==> config.mk <==
export PLATFORM = sky130hd
export DESIGN_NAME = usb_out_reader
export DESIGN_NICKNAME = d
export VERILOG_FILES = /design/src/rtl/usb_out_reader_pkg.sv /design/src/rtl/usb_out_reader_sync_2ff.sv /design/src/rtl/usb_out_reader.sv
export SDC_FILE = /design/constraint.sdc
export NUM_CORES = 1
export LEC_CHECK = 0
export CORE_UTILIZATION = 25
export CTS_CLUSTER_DIAMETER = 200
export DETAILED_ROUTE_END_ITERATION = 10
export DONT_BUFFER_PORTS = 1
export PLACE_DENSITY = 0.42
export REMOVE_ABC_BUFFERS = 1
export SKIP_CTS_REPAIR_TIMING = 1
export SLEW_MARGIN = 5
export SYNTH_ARGS = -nofsm -noshare
export SYNTH_HDL_FRONTEND = slang
export SYNTH_SLANG_ARGS = --single-unit
==> constraint.sdc <==
create_clock -name clk_50 -period 2.5 [get_ports clk_50]
set_input_delay 0.625 -clock clk_50 [delete_from_list [all_inputs] [get_ports clk_50]]
set_output_delay 0.625 -clock clk_50 [all_outputs]
set_load 0.02 [all_outputs]
==> src/rtl/usb_out_reader_pkg.sv <==
// usb_out_reader_pkg
//   Shared constants and types for the OUT-endpoint reader.
//   ADDR_W  : OUT buffer address width
//   LEN_W   : width of the packet length reported by usb2_top
//   MAX_PKT : largest packet the OUT buffer can hold, in bytes
//   state_t : reader state encoding
//   clamp_len() : limits a reported length to MAX_PKT
package usb_out_reader_pkg;

  localparam int ADDR_W  = 9;
  localparam int LEN_W   = 10;
  localparam int MAX_PKT = 512;

  typedef enum logic [2:0] {
    ST_IDLE    = 3'd0,
    ST_LATCH   = 3'd1,
    ST_WAIT    = 3'd2,
    ST_PRESENT = 3'd3,
    ST_ARM     = 3'd4,
    ST_ACK_HI  = 3'd5,
    ST_ACK_LO  = 3'd6
  } state_t;

  // A length above the buffer size can only come from a misbehaving host;
  // reading past MAX_PKT would wrap the address and replay old bytes.
  function automatic logic [LEN_W-1:0] clamp_len(input logic [LEN_W-1:0] len);
    return (len > LEN_W'(MAX_PKT)) ? LEN_W'(MAX_PKT) : len;
  endfunction

endpackage

==> src/rtl/usb_out_reader_sync_2ff.sv <==
// sync_2ff
//   Two-flop single-bit synchroniser into the clk domain.
//   clk   : destination clock
//   reset : asynchronous active-high reset, clears both flops
//   d     : asynchronous input bit
//   q     : synchronised output, two clk cycles behind d
module sync_2ff (
  input  logic clk,
  input  logic reset,
  input  logic d,
  output logic q
);

  logic meta;

  always_ff @(posedge clk or posedge reset) begin
    if (reset) begin
      meta <= 1'b0;
      q    <= 1'b0;
    end else begin
      meta <= d;
      q    <= meta;
    end
  end

endmodule

==> src/rtl/usb_out_reader.sv <==
// usb_out_reader
//   Drains OUT-endpoint packets from the usb2_top OUT buffer and presents
//   them as a valid/ready byte stream with first/last flags, then re-arms
//   the endpoint with a four-phase arm/ack handshake.
//   clk_50, reset        : system clock, async active-high reset
//   buf_out_hasdata/len  : packet present flag (ulpi domain) and length
//   buf_out_addr/q       : read port of the OUT buffer (READ_LAT latency)
//   buf_out_arm/arm_ack  : endpoint re-arm request and its acknowledge
//   usb_configured       : no new packet is started while low
//   rx_data/valid/ready  : byte stream, accepted when valid & ready
//   rx_first/rx_last     : qualify first and last byte of a packet
//   rx_zlp               : one-cycle pulse when an empty packet is drained
//   pkt_count            : packets drained, wraps at 16 bits
module usb_out_reader
  import usb_out_reader_pkg::*;
#(
  parameter int READ_LAT = 2
) (
  input  logic              clk_50,
  input  logic              reset,
  input  logic              buf_out_hasdata,
  input  logic [LEN_W-1:0]  buf_out_len,
  output logic [ADDR_W-1:0] buf_out_addr,
  input  logic [7:0]        buf_out_q,
  output logic              buf_out_arm,
  input  logic              buf_out_arm_ack,
  input  logic              usb_configured,
  output logic [7:0]        rx_data,
  output logic              rx_valid,
  input  logic              rx_ready,
  output logic              rx_first,
  output logic              rx_last,
  output logic              rx_zlp,
  output logic [15:0]       pkt_count
);

  localparam int CNT_W = 2;

  state_t             state, state_nxt;
  logic [CNT_W-1:0]   lat_cnt, lat_cnt_nxt;
  logic [LEN_W-1:0]   rem, rem_nxt;
  logic [LEN_W-1:0]   idx, idx_nxt, idx_inc;
  logic [ADDR_W-1:0]  addr_nxt;
  logic [7:0]         data_nxt;
  logic [15:0]        count_nxt;
  logic               hasdata_s;
  logic               arm_ack_s;
  logic               is_last;

  sync_2ff u_sync_hasdata (
    .clk   (clk_50),
    .reset (reset),
    .d     (buf_out_hasdata),
    .q     (hasdata_s)
  );

  sync_2ff u_sync_arm_ack (
    .clk   (clk_50),
    .reset (reset),
    .d     (buf_out_arm_ack),
    .q     (arm_ack_s)
  );

  assign idx_inc = idx + LEN_W'(1);
  assign is_last = (idx == rem - LEN_W'(1));

  always_ff @(posedge clk_50 or posedge reset) begin
    if (reset) begin
      state        <= ST_IDLE;
      lat_cnt      <= '0;
      rem          <= '0;
      idx          <= '0;
      buf_out_addr <= '0;
      rx_data      <= '0;
      pkt_count    <= '0;
    end else begin
      state        <= state_nxt;
      lat_cnt      <= lat_cnt_nxt;
      rem          <= rem_nxt;
      idx          <= idx_nxt;
      buf_out_addr <= addr_nxt;
      rx_data      <= data_nxt;
      pkt_count    <= count_nxt;
    end
  end

  // Stream outputs and the arm request decode from the state, so an
  // asynchronous reset drops them at once and aborts any packet in flight.
  // WAIT lasts READ_LAT+1 cycles: the address register settles on the first
  // edge and the RAM needs READ_LAT further edges before q reflects it.
  always_comb begin
    state_nxt   = state;
    lat_cnt_nxt = lat_cnt;
    rem_nxt     = rem;
    idx_nxt     = idx;
    addr_nxt    = buf_out_addr;
    data_nxt    = rx_data;
    count_nxt   = pkt_count;
    rx_valid    = 1'b0;
    rx_first    = 1'b0;
    rx_last     = 1'b0;
    rx_zlp      = 1'b0;
    buf_out_arm = 1'b0;

    case (state)
      ST_IDLE: begin
        if (usb_configured && hasdata_s) begin
          state_nxt = ST_LATCH;
        end
      end
      ST_LATCH: begin
        rem_nxt  = clamp_len(buf_out_len);
        idx_nxt  = '0;
        addr_nxt = '0;
        if (buf_out_len == '0) begin
          rx_zlp    = 1'b1;
          state_nxt = ST_ARM;
        end else begin
          lat_cnt_nxt = CNT_W'(READ_LAT);
          state_nxt   = ST_WAIT;
        end
      end
      ST_WAIT: begin
        if (lat_cnt == '0) begin
          data_nxt  = buf_out_q;
          state_nxt = ST_PRESENT;
        end else begin
          lat_cnt_nxt = lat_cnt - CNT_W'(1);
        end
      end
      ST_PRESENT: begin
        rx_valid = 1'b1;
        rx_first = (idx == '0);
        rx_last  = is_last;
        if (rx_ready) begin
          if (is_last) begin
            state_nxt = ST_ARM;
          end else begin
            idx_nxt     = idx_inc;
            addr_nxt    = idx_inc[ADDR_W-1:0];
            lat_cnt_nxt = CNT_W'(READ_LAT);
            state_nxt   = ST_WAIT;
          end
        end
      end
      ST_ARM: begin
        buf_out_arm = 1'b1;
        count_nxt   = pkt_count + 16'd1;
        state_nxt   = ST_ACK_HI;
      end
      ST_ACK_HI: begin
        buf_out_arm = 1'b1;
        if (arm_ack_s) begin
          state_nxt = ST_ACK_LO;
        end
      end
      ST_ACK_LO: begin
        if (!arm_ack_s) begin
          state_nxt = ST_IDLE;
        end
      end
      default: begin
        state_nxt = ST_IDLE;
      end
    endcase
  end

endmodule

### Word-level counts from Yosys, hierarchy flattened

Index checks and enable logic that the tools add are counted.

| storage, ports and cells | value |
|---|---|
| register bits | 62 |
| input port bits | 24 |
| output and inout bits | 38 |
| word-level logic and storage cells | 69 |

| operators by class | value |
|---|---|
| $add $sub $neg | 4 |
| magnitude comparators | 1 |
| eq/ne operators | 15 |
| muxes and demuxes | 26 |
| reduce and logical (&&, ||, !) cells | 12 |

Operator list:

| operator | number |
|---|---|
| 10-bit two-way mux | 3 |
| 3-bit two-way mux | 7 |
| 3-bit one-hot mux with 7 select lines | 1 |
| 10-bit zero test | 2 |
| 10-bit one-hot mux with 2 select lines | 1 |
| 9-bit two-way mux | 2 |
| 9-bit one-hot mux with 2 select lines | 1 |
| 16-bit by 1-bit adder with 16-bit output (second input constant) | 1 |
| 2-bit != test (second input constant) | 7 |
| 10-bit by 1-bit adder with 10-bit output (second input constant) | 1 |
| 10-bit == test | 1 |
| 10-bit > comparator (second input constant) | 1 |
| 5-bit AND reduction | 2 |
| 10-bit by 1-bit subtractor with 10-bit output (second input constant) | 1 |
| 3-bit == test (second input constant) | 3 |
| 2-bit two-way mux | 4 |
| 3-bit by 2-bit == test with 1-bit output (second input constant) | 2 |
| 1-bit two-way mux | 6 |
| 2-bit one-hot mux with 3 select lines | 1 |
| 3-bit by 1-bit == test with 1-bit output (second input constant) | 1 |
| 3-bit zero test | 1 |
| 3-bit AND reduction | 1 |
| 3-bit nonzero test | 1 |
| 2-bit zero test | 1 |
| 6 further kinds | 6 |

### Depth between registers and ports, before layout

| depth | value |
|---|---|
| depth in word-level cells | 5 |
| gate-level depth with buffers | 10 |
| depth with buffers taken out | 9 |

### Hierarchy

Synthesis repeated with hierarchy kept, for this count alone.

| unflattened totals | value |
|---|---|
| cells, all modules | 307 |
| area, all modules | 2927.8 sq um |

Modules (own cells, without submodules):

| module | instances | cells each | area an instance (sq um) | seq. area each (sq um) |
|---|---|---|---|---|
| usb_out_reader | 1 | 301 | 2820.2 | 1226.2 |
| sync_2ff | 2 | 3 | 53.8 | 50.0 |

### Least setup slack after synthesis

No wires, ideal clock.

| timing path | value |
|---|---|
| path kind | reg2out |
| start point | register rem[0] |
| end point | output rx_last |
| arrival time | 2069 ps |
| required time | 1875 ps |
| setup slack | -194 ps |
| stages on the path, launching flop included | 8 |
| buffers on the path | 0 |
| cell sequence | dfrtp_1 > inv_1 > ha_1 > nor4b_1 > a21oi_1 > nor4_1 > nand3_1 > nor3_1 |

| between the ends | value |
|---|---|
| word-level cells in the longest chain between the ends | 3 |

Ends and longest elaborated chain:

| element | line | text |
|---|---|---|
| start, declared | usb_out_reader.sv:41 | `logic [LEN_W-1:0] rem, rem_nxt;` |
| start signal, assigned | usb_out_reader.sv:79 | `rem <= rem_nxt;` |
| 10-bit by 1-bit subtractor with 10-bit output | usb_out_reader.sv:65 | `assign is_last = (idx == rem - LEN_W'(1));` |
| 10-bit == test | usb_out_reader.sv:65 |  |
| 1-bit two-way mux | usb_out_reader.sv:105 | `case (state)` |
| end, declared | usb_out_reader.sv:32 | `output logic rx_last,` |

No other way between the ends.

### Final worst setup path

Ends and elaborated chain as after synthesis.

==> results.md <==
- Max cap viols: 0
- Boundary Pins: 62
- Clock skew: 0.00877 ns
- Vias: 2,185
- Yosys cell types: 56
- Vias in the first global route: 2,273
- Slew Limit Fails: 0
- Drt initial violations: 87
- CTS tree: built
- Crit-path max FO: 5
- Critical Path RT: 1.88 ns
- Avg Cell Area, Syn: 9.62 um2
- RSZ-0062 raised after global routing: yes
- FP Rows: 39
- GRT overflow: 0
- Status: finished, violations left
- R2R Setup Slk: 0.19 ns
- Min Hold Slack: 0.272 ns
- Gr usage total: 12.3%
- Pre-antenna DRT Iters: 5
- Part of the power in registers: 35.8%
- Setup crit start kind: flip-flop
- Synth area leaders: dfrtp_1, xnor2_1, nand2_1
- # setup viols final: 1
- Final Cycle Share: 109%
- Placer Congestion: 0.722
- Worst ir drop on vdd: 580 uV
- Switching Power: 1.59 mW
- Top FF cell, synth: dfrtp_1
- Final WS setup: -0.234 ns
- Depth of the CTS H-tree: 2
- Largest net degree at the start of global routing: 29
- Die Y: 111 um
- Initial antenna violation count: 0
- Rel. slew slack: 57.4%
- Hold Crit Class: input pin to asynchronous set/reset pin
- Synth warn: 0
- Setup TNS: -0.234 ns
- Clock Path Buffers: 2
- Sw Ratio: 39.5%
- Setup CP Type: flip-flop to output port
- Internal: 2.43 mW
- Clock Pin Slew Worst Setup and Hold Paths: 0.07 ns
- CTS root buf: clkbuf_16
- Final net count: 358
- Worst skew pair latency: 0.30 ns
- Buffers on Ports: 0
- Slew @ Worst Pin: 0.636 ns
- Pwr/cell area: 1140 nW/um2
- Ys async rst share: 100%
- Inserted Diodes: 0
- Post-Syn Area: 2940 um2
- Comb pwr share: 43.6%
- Worst setup startpoint: rem[0]
- WL final: 7120 um
- Synthesized flop and latch total: 53
- Wire length per cell: 15.0 um
- Setup WS pre-CTS: -0.0251 ns
- Final min period: 2.73 ns
- Fin util: 30.9%
- Worst R2R Start: rem[1]
- DR DRC count: 0
- Seq/Total Area, Yosys: 45.0%
- ANT nets after route: 0
- Vias per Instance: 4.62
- Top-area cell type share of the netlist area: 45.0%
- Clk sink count: 53
- First-pass GRT wire length: 12,000 um
- Die X: 111 um
- TritonCTS Buffers: 5
- Post-DP HPWL: 5350 um
- Share of cells above drive strength 1: 24.2%
- Core Area: 11,500 um2
- Placed Cells: 462
- Area Overhead vs Synth: 20.2%
- Starting density of the core: 25.7%
- Leakage: 1.54 nW
- Failing checks: negative setup slack
- Number of flops mapped to enable cells by yosys: 0
- R2r worst-path depth: 9
- Critical Path AT: 2.11 ns
- Achievable Freq: 366 MHz
- Post-DP Area: 3260 um2
- Non-Filler Instances: 473
- DIE AREA: 12,200 um2
- Hold Vio Cnt, Final: 0
- Final Total Pwr: 4.02 mW
- Cell accounting for the most synthesized area: dfrtp_1
- CP Capture Type: output port
- Syn Inst Count: 306
- Share of total power in the clock network: 20.6%
- Final instance area: 3540 um2
[state kept, by name, summed over array words and instances (netlist names)]
name                 flops
buf_out_addr             8
idx                      2
lat_cnt                  2
pkt_count               16
rem                     10
rx_data                  8
state                    3
u_sync_arm_ack.meta      1
u_sync_arm_ack.q         1
u_sync_hasdata.meta      1
u_sync_hasdata.q         1
[critical path, stage by stage, from the launching register on]
cell	delay [ns]
dfrtp_1	0.39
inv_2	0.08
ha_4	0.15
buf_6	0.11
nor2b_2	0.04
or3_4	0.34
a31oi_4	0.22
nand3_2	0.09
nor3_2	0.22
buf_4	0.19
[cells by family after synthesis]
family          after synthesis  synth area share [%]
compound gates               43                  9.61
xor+xnor                     28                  8.33
fa+ha+maj                     5                  2.12
buf+inv                      30                  5.27
flops                        53                  45.0
mux                          12                  4.46
simple gates                135                  25.2
[power groups by stage]
stage               Clock (mW)  Sequential, mW  Combinational [mW]
floorplan                    0            1.57               0.908
global placement             0            1.45                1.57
detailed placement           0            1.45                1.59
CTS                      0.858            1.44                1.59
global route             0.890            1.48                1.97
finish                   0.827            1.44                1.76
[layout make-up]
cell class                 instances  area (um2)
inverter                          11        41.3
clock buffer                       6         139
tap                              143         179
sequential                        53        1330
fill                            1180        7930
multi-input combinational        223        1540
timing repair buffer              35         279
clock inverter                     2        37.5
[cells in the final DEF (no fill, tap or decap), types with 4 or more instances in the layout]
| master | n |
|---|---|
| xnor2_1 | 17 |
| nor2_1 | 24 |
| mux2_2 | 9 |
| inv_1 | 8 |
| nand3_1 | 10 |
| dfrtp_1 | 52 |
| nand4_1 | 8 |
| nor3_1 | 9 |
| ha_1 | 4 |
| nor2b_1 | 4 |
| nand2b_1 | 8 |
| clkbuf_16 | 5 |
| xor2_1 | 11 |
| buf_4 | 33 |
| nand2_1 | 36 |
| o21ai_0 | 17 |
| a21oi_1 | 6 |
[path summary, 6_finish.rpt]
path | to
min in group clk_50 | u_sync_arm_ack.q
setup / recovery | rx_last
setup reg to reg | buf_out_addr[3]
hold reg to reg | u_sync_arm_ack.q
hold / removal | pkt_count[3]
max in group asynchronous | rx_data[5]
[synthesized netlist by cell type (all sizes together), types with 2 or more instances]
| cell type | instances |
|---|---|
| nand3b | 3 |
| or3 | 5 |
| o211ai | 3 |
| or2 | 3 |
| xor2 | 11 |
| nand3 | 11 |
| inv | 11 |
| ha | 5 |
| nor2 | 25 |
| mux2 | 9 |
| buf | 11 |
| and4b | 2 |
| nor3b | 2 |
| o22ai | 2 |
| a31oi | 2 |
| clkbuf | 8 |
| a21oi | 7 |
| nand4 | 10 |
| mux2i | 3 |
| nand2 | 36 |
| and3 | 3 |
| xnor2 | 17 |
| dfrtp | 53 |
| nor2b | 5 |
| and2 | 3 |
| nor3 | 12 |
| o21ai | 17 |
| nor4 | 4 |
| nand2b | 8 |
[metal layers]
| metal | global-route usage, % | part of all wire (%) | up-vias |
|---|---|---|---|
| met5 | 0 | 0 | - |
| met4 | 3.20 | 1.0 | 0 |
| met3 | 2.91 | 5.5 | 7 |
| met2 | 20.5 | 47 | 42 |
| met1 | 15.9 | 46 | 1041 |
| li1 | - | - | 1095 |
(Power assumes the default switching activity.)
